[src/rtl/led_frame_writer.sv]
// Two-wire LED bus frame transmitter: FIFO-fed bytes, start/stop framing,
// four bus slots per bit, one slot per CLK_DIV system clocks.
module led_frame_writer #(
    parameter int CLK_DIV   = 12,
    parameter int DEPTH     = 16,
    parameter int WIDTH     = 8,
    parameter int LSB_FIRST = 1
) (
    input  logic             clk,
    input  logic             rst_n,
    input  logic             valid,
    input  logic [WIDTH-1:0] value,
    input  logic             last,
    output logic             ready,
    output logic             d_clk,
    output logic             d_out,
    output logic             busy,
    output logic             done
);

    localparam int CW      = (CLK_DIV > 2) ? $clog2(CLK_DIV) : 1;
    localparam int AW      = $clog2(DEPTH);
    localparam int BW      = (WIDTH > 2) ? $clog2(WIDTH) : 1;
    localparam int FIRST_I = (LSB_FIRST != 0) ? 0 : WIDTH - 1;
    localparam int LAST_I  = (LSB_FIRST != 0) ? WIDTH - 1 : 0;

    typedef enum logic [2:0] {
        IDLE,
        START,
        BIT,
        HOLD,
        STOP
    } state_e;

    logic [CW-1:0]    cnt_q, cnt_d;
    logic [AW:0]      wr_q, wr_d;
    logic [AW:0]      rd_q, rd_d;
    state_e           state_q, state_d;
    logic [1:0]       slot_q, slot_d;
    logic [BW-1:0]    idx_q, idx_d;
    logic [WIDTH-1:0] sh_q, sh_d;
    logic             last_q, last_d;
    logic             d_clk_q, d_clk_d;
    logic             d_out_q, d_out_d;
    logic [WIDTH:0]   mem_q [DEPTH];

    logic             tick;
    logic             empty;
    logic             full;
    logic             push;
    logic             pop;
    logic             load;
    logic [WIDTH:0]   head;
    logic [BW-1:0]    nxt_idx;

    assign tick  = (cnt_q == CW'(CLK_DIV - 1));
    assign cnt_d = tick ? '0 : cnt_q + 1'b1;

    assign empty = (wr_q == rd_q);
    assign full  = (wr_q[AW] != rd_q[AW]) && (wr_q[AW-1:0] == rd_q[AW-1:0]);
    assign ready = !full;
    assign push  = valid && !full;
    assign head  = mem_q[rd_q[AW-1:0]];
    assign wr_d  = wr_q + {{AW{1'b0}}, push};
    assign rd_d  = rd_q + {{AW{1'b0}}, pop};

    assign nxt_idx = (LSB_FIRST != 0) ? idx_q + 1'b1 : idx_q - 1'b1;

    assign busy  = (state_q != IDLE) || !empty;
    assign d_clk = d_clk_q;
    assign d_out = d_out_q;

    always_comb begin
        state_d = state_q;
        slot_d  = slot_q;
        idx_d   = idx_q;
        sh_d    = sh_q;
        last_d  = last_q;
        d_clk_d = d_clk_q;
        d_out_d = d_out_q;
        load    = 1'b0;
        done    = 1'b0;
        if (tick) begin
            unique case (state_q)
                IDLE: begin
                    d_clk_d = 1'b1;
                    d_out_d = 1'b1;
                    if (!empty) begin
                        state_d = START;
                        d_out_d = 1'b0;
                    end
                end
                START: load = 1'b1;
                BIT: begin
                    if (slot_q != 2'd3) begin
                        slot_d  = slot_q + 2'd1;
                        d_clk_d = (slot_q != 2'd2);
                    end else if (idx_q != BW'(LAST_I)) begin
                        idx_d   = nxt_idx;
                        slot_d  = 2'd0;
                        d_clk_d = 1'b0;
                        d_out_d = sh_q[nxt_idx];
                    end else if (last_q) begin
                        state_d = STOP;
                        d_clk_d = 1'b1;
                        d_out_d = 1'b0;
                    end else if (!empty) begin
                        load = 1'b1;
                    end else begin
                        state_d = HOLD;
                        d_clk_d = 1'b0;
                        d_out_d = 1'b0;
                    end
                end
                HOLD: load = !empty;
                STOP: begin
                    state_d = IDLE;
                    d_clk_d = 1'b1;
                    d_out_d = 1'b1;
                    done    = 1'b1;
                end
                default: state_d = IDLE;
            endcase
        end
        // Every path into a new byte goes through here: pop and drive slot 0.
        if (load) begin
            state_d = BIT;
            sh_d    = head[WIDTH-1:0];
            last_d  = head[WIDTH];
            idx_d   = BW'(FIRST_I);
            slot_d  = 2'd0;
            d_clk_d = 1'b0;
            d_out_d = head[FIRST_I];
        end
    end

    assign pop = load;

    always_ff @(posedge clk) begin
        if (!rst_n) begin
            cnt_q   <= '0;
            wr_q    <= '0;
            rd_q    <= '0;
            state_q <= IDLE;
            slot_q  <= '0;
            idx_q   <= '0;
            sh_q    <= '0;
            last_q  <= 1'b0;
            d_clk_q <= 1'b1;
            d_out_q <= 1'b1;
        end else begin
            cnt_q   <= cnt_d;
            wr_q    <= wr_d;
            rd_q    <= rd_d;
            state_q <= state_d;
            slot_q  <= slot_d;
            idx_q   <= idx_d;
            sh_q    <= sh_d;
            last_q  <= last_d;
            d_clk_q <= d_clk_d;
            d_out_q <= d_out_d;
        end
    end

    always_ff @(posedge clk) begin
        if (push) mem_q[wr_q[AW-1:0]] <= {last, value};
    end

endmodule

[config.mk]
export PLATFORM = sky130hd
export DESIGN_NAME = led_frame_writer
export DESIGN_NICKNAME = d
export VERILOG_FILES = /design/src/rtl/led_frame_writer.sv
export SDC_FILE = /design/constraint.sdc
export NUM_CORES = 1
export LEC_CHECK = 0
export CORE_MARGIN = 2
export CORE_UTILIZATION = 49
export DETAILED_ROUTE_END_ITERATION = 10
export PLACE_DENSITY = 0.65
export SYNTH_ARGS = -nofsm -noshare
export SYNTH_HDL_FRONTEND = slang
export SYNTH_SLANG_ARGS = --single-unit
[constraint.sdc]
create_clock -name clk -period 3.4 [get_ports clk]
set_input_delay 0.68 -clock clk [delete_from_list [all_inputs] [get_ports clk]]
set_output_delay 0.68 -clock clk [all_outputs]
set_load 0.02 [all_outputs]
# Yosys cells after proc, flatten, opt, wreduce, memory -nomap -nowiden

Memories as Yosys holds them, arrays and structs flattened. A register that Yosys moved wholly into a read port is not among the register bits.
Index checks and enable logic that the tools add are counted.

Flip-flop bits (word level): 33
Latch bits: 0
Memory bits (writable): 144
ROM bits: 0
Input port bits: 12
Output and inout bits: 5
Word-level logic and storage cells: 101
Memories: 1

Add/subtract/negate cells: 5
Multipliers: 0
Divide/modulo/power cells: 0
Magnitude comparators: 1
Equality and inequality tests: 22
Shift-type cells: 0
Mux-type cells: 37
Bitwise logic cells: 3
Reductions and logical operators: 21

Memories:

| name  | words | bits a word | rd ports | clocked after Yosys merged registers in | wr ports | RTL line | source |
|---|---|---|---|---|---|---|---|
| mem_q | 16    | 9           | 1        | 1                                       | 1        | 45       | `logic [WIDTH:0] mem_q [DEPTH];` |

Operators by type and width:

| kind                  | number |
|---|---|
| $mux W1               | 22 |
| $mux W3               | 5 |
| $ne A3 B3 Y1 const B  | 5 |
| $reduce_and A6 Y1     | 2 |
| $add A5 B1 Y5         | 2 |
| $ne A2 B2 Y1 const B  | 5 |
| $pmux W3 S3           | 1 |
| $mux W2               | 4 |
| $reduce_and A4 Y1     | 2 |
| $reduce_or A2 Y1      | 4 |
| $eq A3 B2 Y1 const B  | 2 |
| $ne A6 B6 Y1 const B  | 1 |
| $pmux W1 S3           | 2 |
| $reduce_and A3 Y1     | 2 |
| $reduce_bool A3 Y1    | 2 |
| $eq A5 B5 Y1          | 1 |
| $ne A5 B5 Y1 const B  | 1 |
| $add A4 B1 Y4 const B | 1 |
| $eq A4 B4 Y1          | 1 |
| $eq A4 B4 Y1 const B  | 1 |
| $lt A3 B4 Y1 const B  | 1 |
| $mux W4               | 1 |
| $ne A4 B4 Y1 const B  | 1 |
| $reduce_bool A2 Y1    | 2 |
| 14 further kinds      | 18 |

# Logic depth before layout (Yosys ltp)

Gate-level depths: netlist of the first run.

Depth after elaboration: 9
Gate-level depth with buffers: 11
Mapped depth without buffers: 11

# Least setup slack after synthesis of the first run

OpenSTA, ideal clock, no wires.

Kind: register to register
From: reg wr_q[1]
To: mem mem_q[8][0] (netlist bit), enable pin
Arrival: 2.102 ns
Required time: 3.013 ns
Setup slack: 0.911 ns
Stages on the path, launching flop included: 8
Buffers on the path: 2
Path through: dfxtp_1 -> buf_2 -> xnor2_1 -> nand4_1 -> o21ai_0 -> buf_2 -> or3b_1 -> nor3_1

Word-level cells in the longest chain between the ends: 6

RTL lines:

| what                          | RTL line | source |
|---|---|---|
| from (decl)                   | 36       | `logic [AW:0] wr_q, wr_d;` |
| from (signal assigned)        | 153      | `wr_q <= wr_d;` |
| $eq A4 B4 Y1                  | 60       | `assign full = (wr_q[AW] != rd_q[AW]) && (wr_q[AW-1:0] == rd_q[AW-1:0]);` |
| $logic_and A1 B1 Y1           | 60       |  |
| $logic_not A1 Y1              | 62       | `assign push = valid && !full;` |
| $logic_and A1 B1 Y1           | 62       |  |
| $mux W1                       | 166      | `if (push) mem_q[wr_q[AW-1:0]] <= {last, value};` |
| $mux W1 (implied by the code) | 166      |  |
| to (decl)                     | 45       |  |

Several ways; a longest one is shown, not always the timed one.

# Worst setup path after layout of the first run

From: reg wr_q[3]
To: out busy

Word-level cells in the longest chain between the ends: 3

RTL lines:

| what               | RTL line | source |
|---|---|---|
| $eq A5 B5 Y1       | 59       | `assign empty = (wr_q == rd_q);` |
| $logic_not A1 Y1   | 69       | `assign busy = (state_q != IDLE) \|\| !empty;` |
| $logic_or A1 B1 Y1 | 69       |  |
| to (decl)          | 17       | `output logic busy,` |

No other way between the ends.

==> results of run 1 <==
## cells by family (layout without fill, tap and decap cells)
kind of cell,Yosys count,count (layout),synth area share
flip-flops,177,177,0.680
AND/OR/NAND/NOR,92,92,0.0622
multiplexers,51,51,0.164
AO/OA/AOI/OAI,39,39,0.0389
buffers and inverters,33,81,0.0227
XOR/XNOR,14,14,0.0167
adder cells (fa/ha/maj),9,9,0.0154
## area by class of cell
| type | instances | area, µm² | area share |
|---|---|---|---|
| Clock inverter | 15 | 123 | 0.0147 |
| Inverter | 8 | 30.0 | 0.00360 |
| Clock buffer | 17 | 425 | 0.0510 |
| Tap cell | 184 | 230 | 0.0276 |
| Timing Repair Buffer | 41 | 348 | 0.0417 |
| Multi-Input combinational cell | 205 | 2210 | 0.264 |
| Sequential cell | 177 | 4990 | 0.597 |
## layer usage
metal	track usage	wire length [µm]	vias up
met1	0.250	6090	1898
met4	0.0524	144	0
met5	0	0	-
met3	0.0421	524	8
met2	0.291	6680	84
li1	-	-	1749
## power breakdown
part | total [mW] | internal [mW] | leakage, nW | switching, mW
Clock | 1.79 | 0.951 | 0.260 | 0.835
Combinational | 0.139 | 0.0552 | 0.937 | 0.0838
Sequential | 2.38 | 2.37 | 1.57 | 0.0106
Total | 4.30 | 3.37 | 2.76 | 0.929
## stage by stage
| step | power [mW] | hold slack [ns] |
|---|---|---|
| detailed placement | 2.57 | 0.458 |
| floorplan | 2.49 | 0.432 |
| global route | 4.43 | 0.492 |
| finish | 4.30 | 0.465 |
| CTS | 4.35 | 0.469 |
| global placement | 2.56 | 0.452 |
## cell usage in the layout (no fill, tap or decap), types with 7 or more instances in the layout
| cell | count |
|---|---|
| o21ai_0 | 8 |
| clkbuf_16 | 17 |
| buf_4 | 25 |
| mux4_1 | 30 |
| xnor2_1 | 8 |
| clkdlybuf4s50_1 | 16 |
| o2bb2ai_1 | 9 |
| ha_1 | 9 |
| inv_6 | 7 |
| nor3_1 | 7 |
| inv_1 | 8 |
| mux4_2 | 16 |
| dfxtp_1 | 32 |
| nor2_1 | 27 |
| edfxtp_1 | 144 |
| nand2_1 | 24 |
## worst min-delay path, cell delays in order, from the launching register on
cell and delay, ns:
dfxtp_1 0.31, nand2_1 0.05, o2bb2ai_1 0.06
## worst min-delay path by stage
| stage | slack (ns) | end | startpoint |
|---|---|---|---|
| 2_1_floorplan | 0.43 | cnt_q[0] | cnt_q[0] |
| 3_3_place_gp | 0.45 | sh_q[7] | sh_q[7] |
| 3_5_place_dp | 0.46 | sh_q[3] | sh_q[3] |
| 4_1_cts | 0.47 | sh_q[1] | sh_q[1] |
| 5_1_grt | 0.49 | sh_q[6] | sh_q[6] |
| 6_report | 0.46 | sh_q[1] | sh_q[1] |
## state kept, by name, summed over array words and instances (netlist names)
register	cells
slot_q	2
cnt_q	4
last_q	1
state_q	3
d_out	1
sh_q	8
wr_q	5
idx_q	3
rd_q	5
d_clk	1
mem_q	144
==> metrics, run 1 <==
status complete, no violations; distinct cell type count of the synthesized netlist 49; FP Rows 44; Crit-path slowest cell dfxtp_1; root buf cell clkbuf_16; RSZ-0062 raised after global routing false; routed vias/inst 5.78; Reg-to-Reg End rd_q[4]; post-synthesis instance total 415; Synth Register Bits 177; most common cell in the netlist edfxtp_1; P_leak 2.76 nW; Final #Nets 471; slew margin rel. 0.447; RePlAce Congestion 0.857; fmax 328 MHz; Remaining DRCs 0; Fin. Hold Viols 0; CTS clk-pin slew, worst paths 0.07 ns; total global-route track usage 0.181; Final Max Tran Viols 0; Synth Flop Type edfxtp_1; post-CTS sizing 0; asr flop ratio synth 0; Worst path top cell family by delay simple AND/OR/NAND/NOR gates; Starting Density 0.502; vias in the first global route 3691; die height 126 µm; worst path cell trace xnor2_1 -> nand4_1 -> nor3_1 -> nand2_1 -> clkdlybuf4s50_1; Worst Hold Class reg2reg; Area contributors post-synth edfxtp_1 59%, mux4_1 11%, dfxtp_1 9.0%; die width 126 µm; placed cell area 7800 µm²; Syn Area/Cell 17.7 µm²; synth cell count leaders 144 x edfxtp_1, 33 x dfxtp_1, 30 x mux4_1; Worst Path Buf+Inv 1; VDD IR-drop max 342 µV; number of synthesized flops with an enable pin 144; # hold bufs at CTS 0; Inst Count DP 615; Finished Cell Area 8350 µm²; Seq/Total Area, Yosys 0.680; worst slack at placement 0.722 ns; fin util 0.572; Startpoint Class flip-flop; Syn Nets 436; Data arrival, critical path 2.36 ns; CTS tree yes; Max H-tree Level 4; WP data required 2.72 ns; Clock Latency Late Sink 0.42 ns; I/O pins 17; Die Footprint 15900 µm²; Post-CTS Setup Inserts 0; drt first pass iters 5; first-pass GRT wire length 21400 µm; post-layout instance count excluding filler cells 647; CTS buffer count 17; final setup fails 0; hold depth 2; reg2reg start idx_q[0]; crit-path max FO 10; DRT iter0 DRCs 369; Worst Setup EP busy; total of max-cap violations 0; post-detail-place hpwl 8860 µm; Sum Neg Setup Slack 0 ns; clock period minus worst slack 3.04 ns; routed wire length per instance 20.8 µm; Slew @ Worst Pin 0.829 ns; Max stage delay on crit path 0.58 ns; pwr/cell area 515 nW/µm²; setup slack, reg-to-reg 0.83 ns; IO Port Bufs 16; DR vias 3739; Layout area overhead 14.0%; core area 14600 µm²; drt total wl 13400 µm; CTS max path bufs 2; largest net degree at the start of global routing 39; layout cells sized above 1 0.179; gr ovfl total 0; # diodes 0; final clock skew 0.00890 ns; cell taking the most area after synthesis edfxtp_1; Worst Setup SP wr_q[3]; synth warn 0; Crit. End Element primary output; critical path type reg2out; Worst R2R Path Depth 11; fill count 1082; setup slack after layout 0.356 ns; stages on the worst setup path 5; ANT nets after route 0; CTS Sinks 177; initial antenna violation count 0; Tcrit/Tclk final 0.895; Mapped Area 7330 µm²; share of the synthesized area in the top cell type 0.590
(Power assumes the default switching activity.)
==> inputs of run 2 (changes only) <==
- CORE_UTILIZATION: 49 -> 46
- PLACE_DENSITY: 0.65 -> unset
==> metrics, run 2 (same netlist as run 1, synthesis figures left out) <==
Final #Nets 468 (was 471); routed wire length per instance 20.9 µm (was 20.8 µm); VDD IR-drop max 416 µV (was 342 µV); CTS buffer count 17 (unchanged); I/O pins 17 (unchanged); worst path cell trace xnor2_1 -> nand4_1 -> nor3_1 -> nand2_1 -> clkdlybuf4s50_1 (unchanged); Startpoint Class flip-flop (unchanged); drt total wl 14100 µm (was 13400 µm); WP data required 2.72 ns (about the same); pwr/cell area 518 nW/µm² (was 515 nW/µm²); drt first pass iters 7 (was 5); RePlAce Congestion 0.821 (was 0.857); post-detail-place hpwl 9240 µm (was 8860 µm); Worst path top cell family by delay simple AND/OR/NAND/NOR gates (unchanged); DR vias 3771 (was 3739); status complete, no violations (unchanged); Starting Density 0.466 (was 0.502); Clock Latency Late Sink 0.42 ns (about the same); CTS Sinks 177 (unchanged); ANT nets after route 0 (unchanged); Worst Path Buf+Inv 1 (unchanged); die width 130 µm (was 126 µm); P_leak 2.77 nW (was 2.76 nW); CTS tree yes (unchanged); Die Footprint 17000 µm² (was 15900 µm²); RSZ-0062 raised after global routing false (unchanged); CTS clk-pin slew, worst paths 0.06 ns (was 0.07 ns); vias in the first global route 3779 (was 3691); Max stage delay on crit path 0.64 ns (was 0.58 ns); Slew @ Worst Pin 0.859 ns (was 0.829 ns); initial antenna violation count 0 (unchanged); largest net degree at the start of global routing 39 (unchanged); Post-CTS Setup Inserts 0 (unchanged); Data arrival, critical path 2.52 ns (was 2.36 ns); total power 4.34 mW (was 4.30 mW); CTS max path bufs 2 (unchanged); total of max-cap violations 0 (unchanged); core area 15700 µm² (was 14600 µm²); max reg flops 144 (unchanged); Layout area overhead 14.4% (was 14.0%); critical path type reg2out (unchanged); # diodes 0 (unchanged); IO Port Bufs 16 (unchanged); # hold bufs at CTS 0 (unchanged); die height 130 µm (was 126 µm); post-CTS sizing 0 (unchanged); layout cells sized above 1 0.168 (was 0.179); total global-route track usage 0.182 (was 0.181); Worst Hold Class reg2reg (unchanged); gr ovfl total 0 (unchanged); first-pass GRT wire length 22100 µm (was 21400 µm); Crit. End Element primary output (unchanged); root buf cell clkbuf_16 (unchanged); Tcrit/Tclk final 0.941 (was 0.895); most common library cell in the layout ignoring fill and taps edfxtp_1 (unchanged); commonest cells after routing, fill and taps aside 144 x edfxtp_1, 32 x dfxtp_1, 30 x mux4_1, 27 x nor2_1, 24 x nand2_1 (was 144 x edfxtp_1, 32 x dfxtp_1, 30 x mux4_1, 27 x nor2_1, 25 x buf_4); Crit-path slowest cell dfxtp_2 (was dfxtp_1); Fin. Hold Viols 0 (unchanged); Sum Neg Setup Slack 0 ns (unchanged); Final Max Tran Viols 0 (unchanged); fmax 313 MHz (was 328 MHz); Remaining DRCs 0 (unchanged); FP Rows 46 (was 44); slew margin rel. 0.428 (was 0.447); DRT iter0 DRCs 365 (was 369); crit-path max FO 15 (was 10); clock period minus worst slack 3.20 ns (was 3.04 ns); Max H-tree Level 4 (unchanged); final clock skew 0.00540 ns (was 0.00890 ns); final setup fails 0 (unchanged); routed vias/inst 5.59 (was 5.78)
[run 2: path summary, 6_finish.rpt]
check	from	endpoint	slack (ns)	cells past startpoint
worst max-delay path	rd_q[0]	busy	0.20	5
worst min-delay path	sh_q[3]	sh_q[3]	0.46	2
worst max register to register	rd_q[0]	rd_q[4]	0.67	9
worst min register to register	sh_q[3]	sh_q[3]	0.46	2
[run 2: final cells by class]
type,instances,area (µm²)
inverters,8,30.0
well taps,216,270
clock buffers,17,425
repair buffers,38,338
fillers,1279,7330
flip-flops and latches,177,4990
multi-input cells,205,2210
clock inverters,14,124
[run 2: routing by layer]
| metal | up-vias | wire, µm | GRT usage |
|---|---|---|---|
| met5 | - | 0 | 0 |
| met4 | 0 | 212 | 0.0664 |
| met3 | 19 | 619 | 0.0402 |
| met2 | 92 | 6930 | 0.289 |
| met1 | 1919 | 6350 | 0.251 |
| li1 | 1741 | - | - |
[run 2: tightest hold or removal path: stages (launching register included)]
cell,delay [ns]
dfxtp_1,0.31
nand2_1,0.05
o2bb2ai_1,0.06
[run 2: where the power goes]
group / internal, mW / leakage [nW] / switching (mW)
clock: 1.06 / 0.278 / 0.761
sequential: 2.37 / 1.57 / 0.0139
combinational: 0.0535 / 0.923 / 0.0838
total: 3.48 / 2.77 / 0.859
[run 2: through the flow]
step | hold slack, ns | setup WS, ns | utilization | area [µm²] | instances
2_1_floorplan | 0.432 | 0.911 | - | 7330 | 415
3_5_place_dp | 0.458 | 0.677 | 0.498 | 7830 | 644
3_3_place_gp | 0.446 | 0.694 | 0.498 | 7830 | 644
6_report | 0.464 | 0.201 | 0.533 | 8380 | 675
5_1_grt | 0.494 | 0.0445 | 0.533 | 8380 | 675
4_1_cts | 0.466 | 0.208 | 0.533 | 8380 | 675
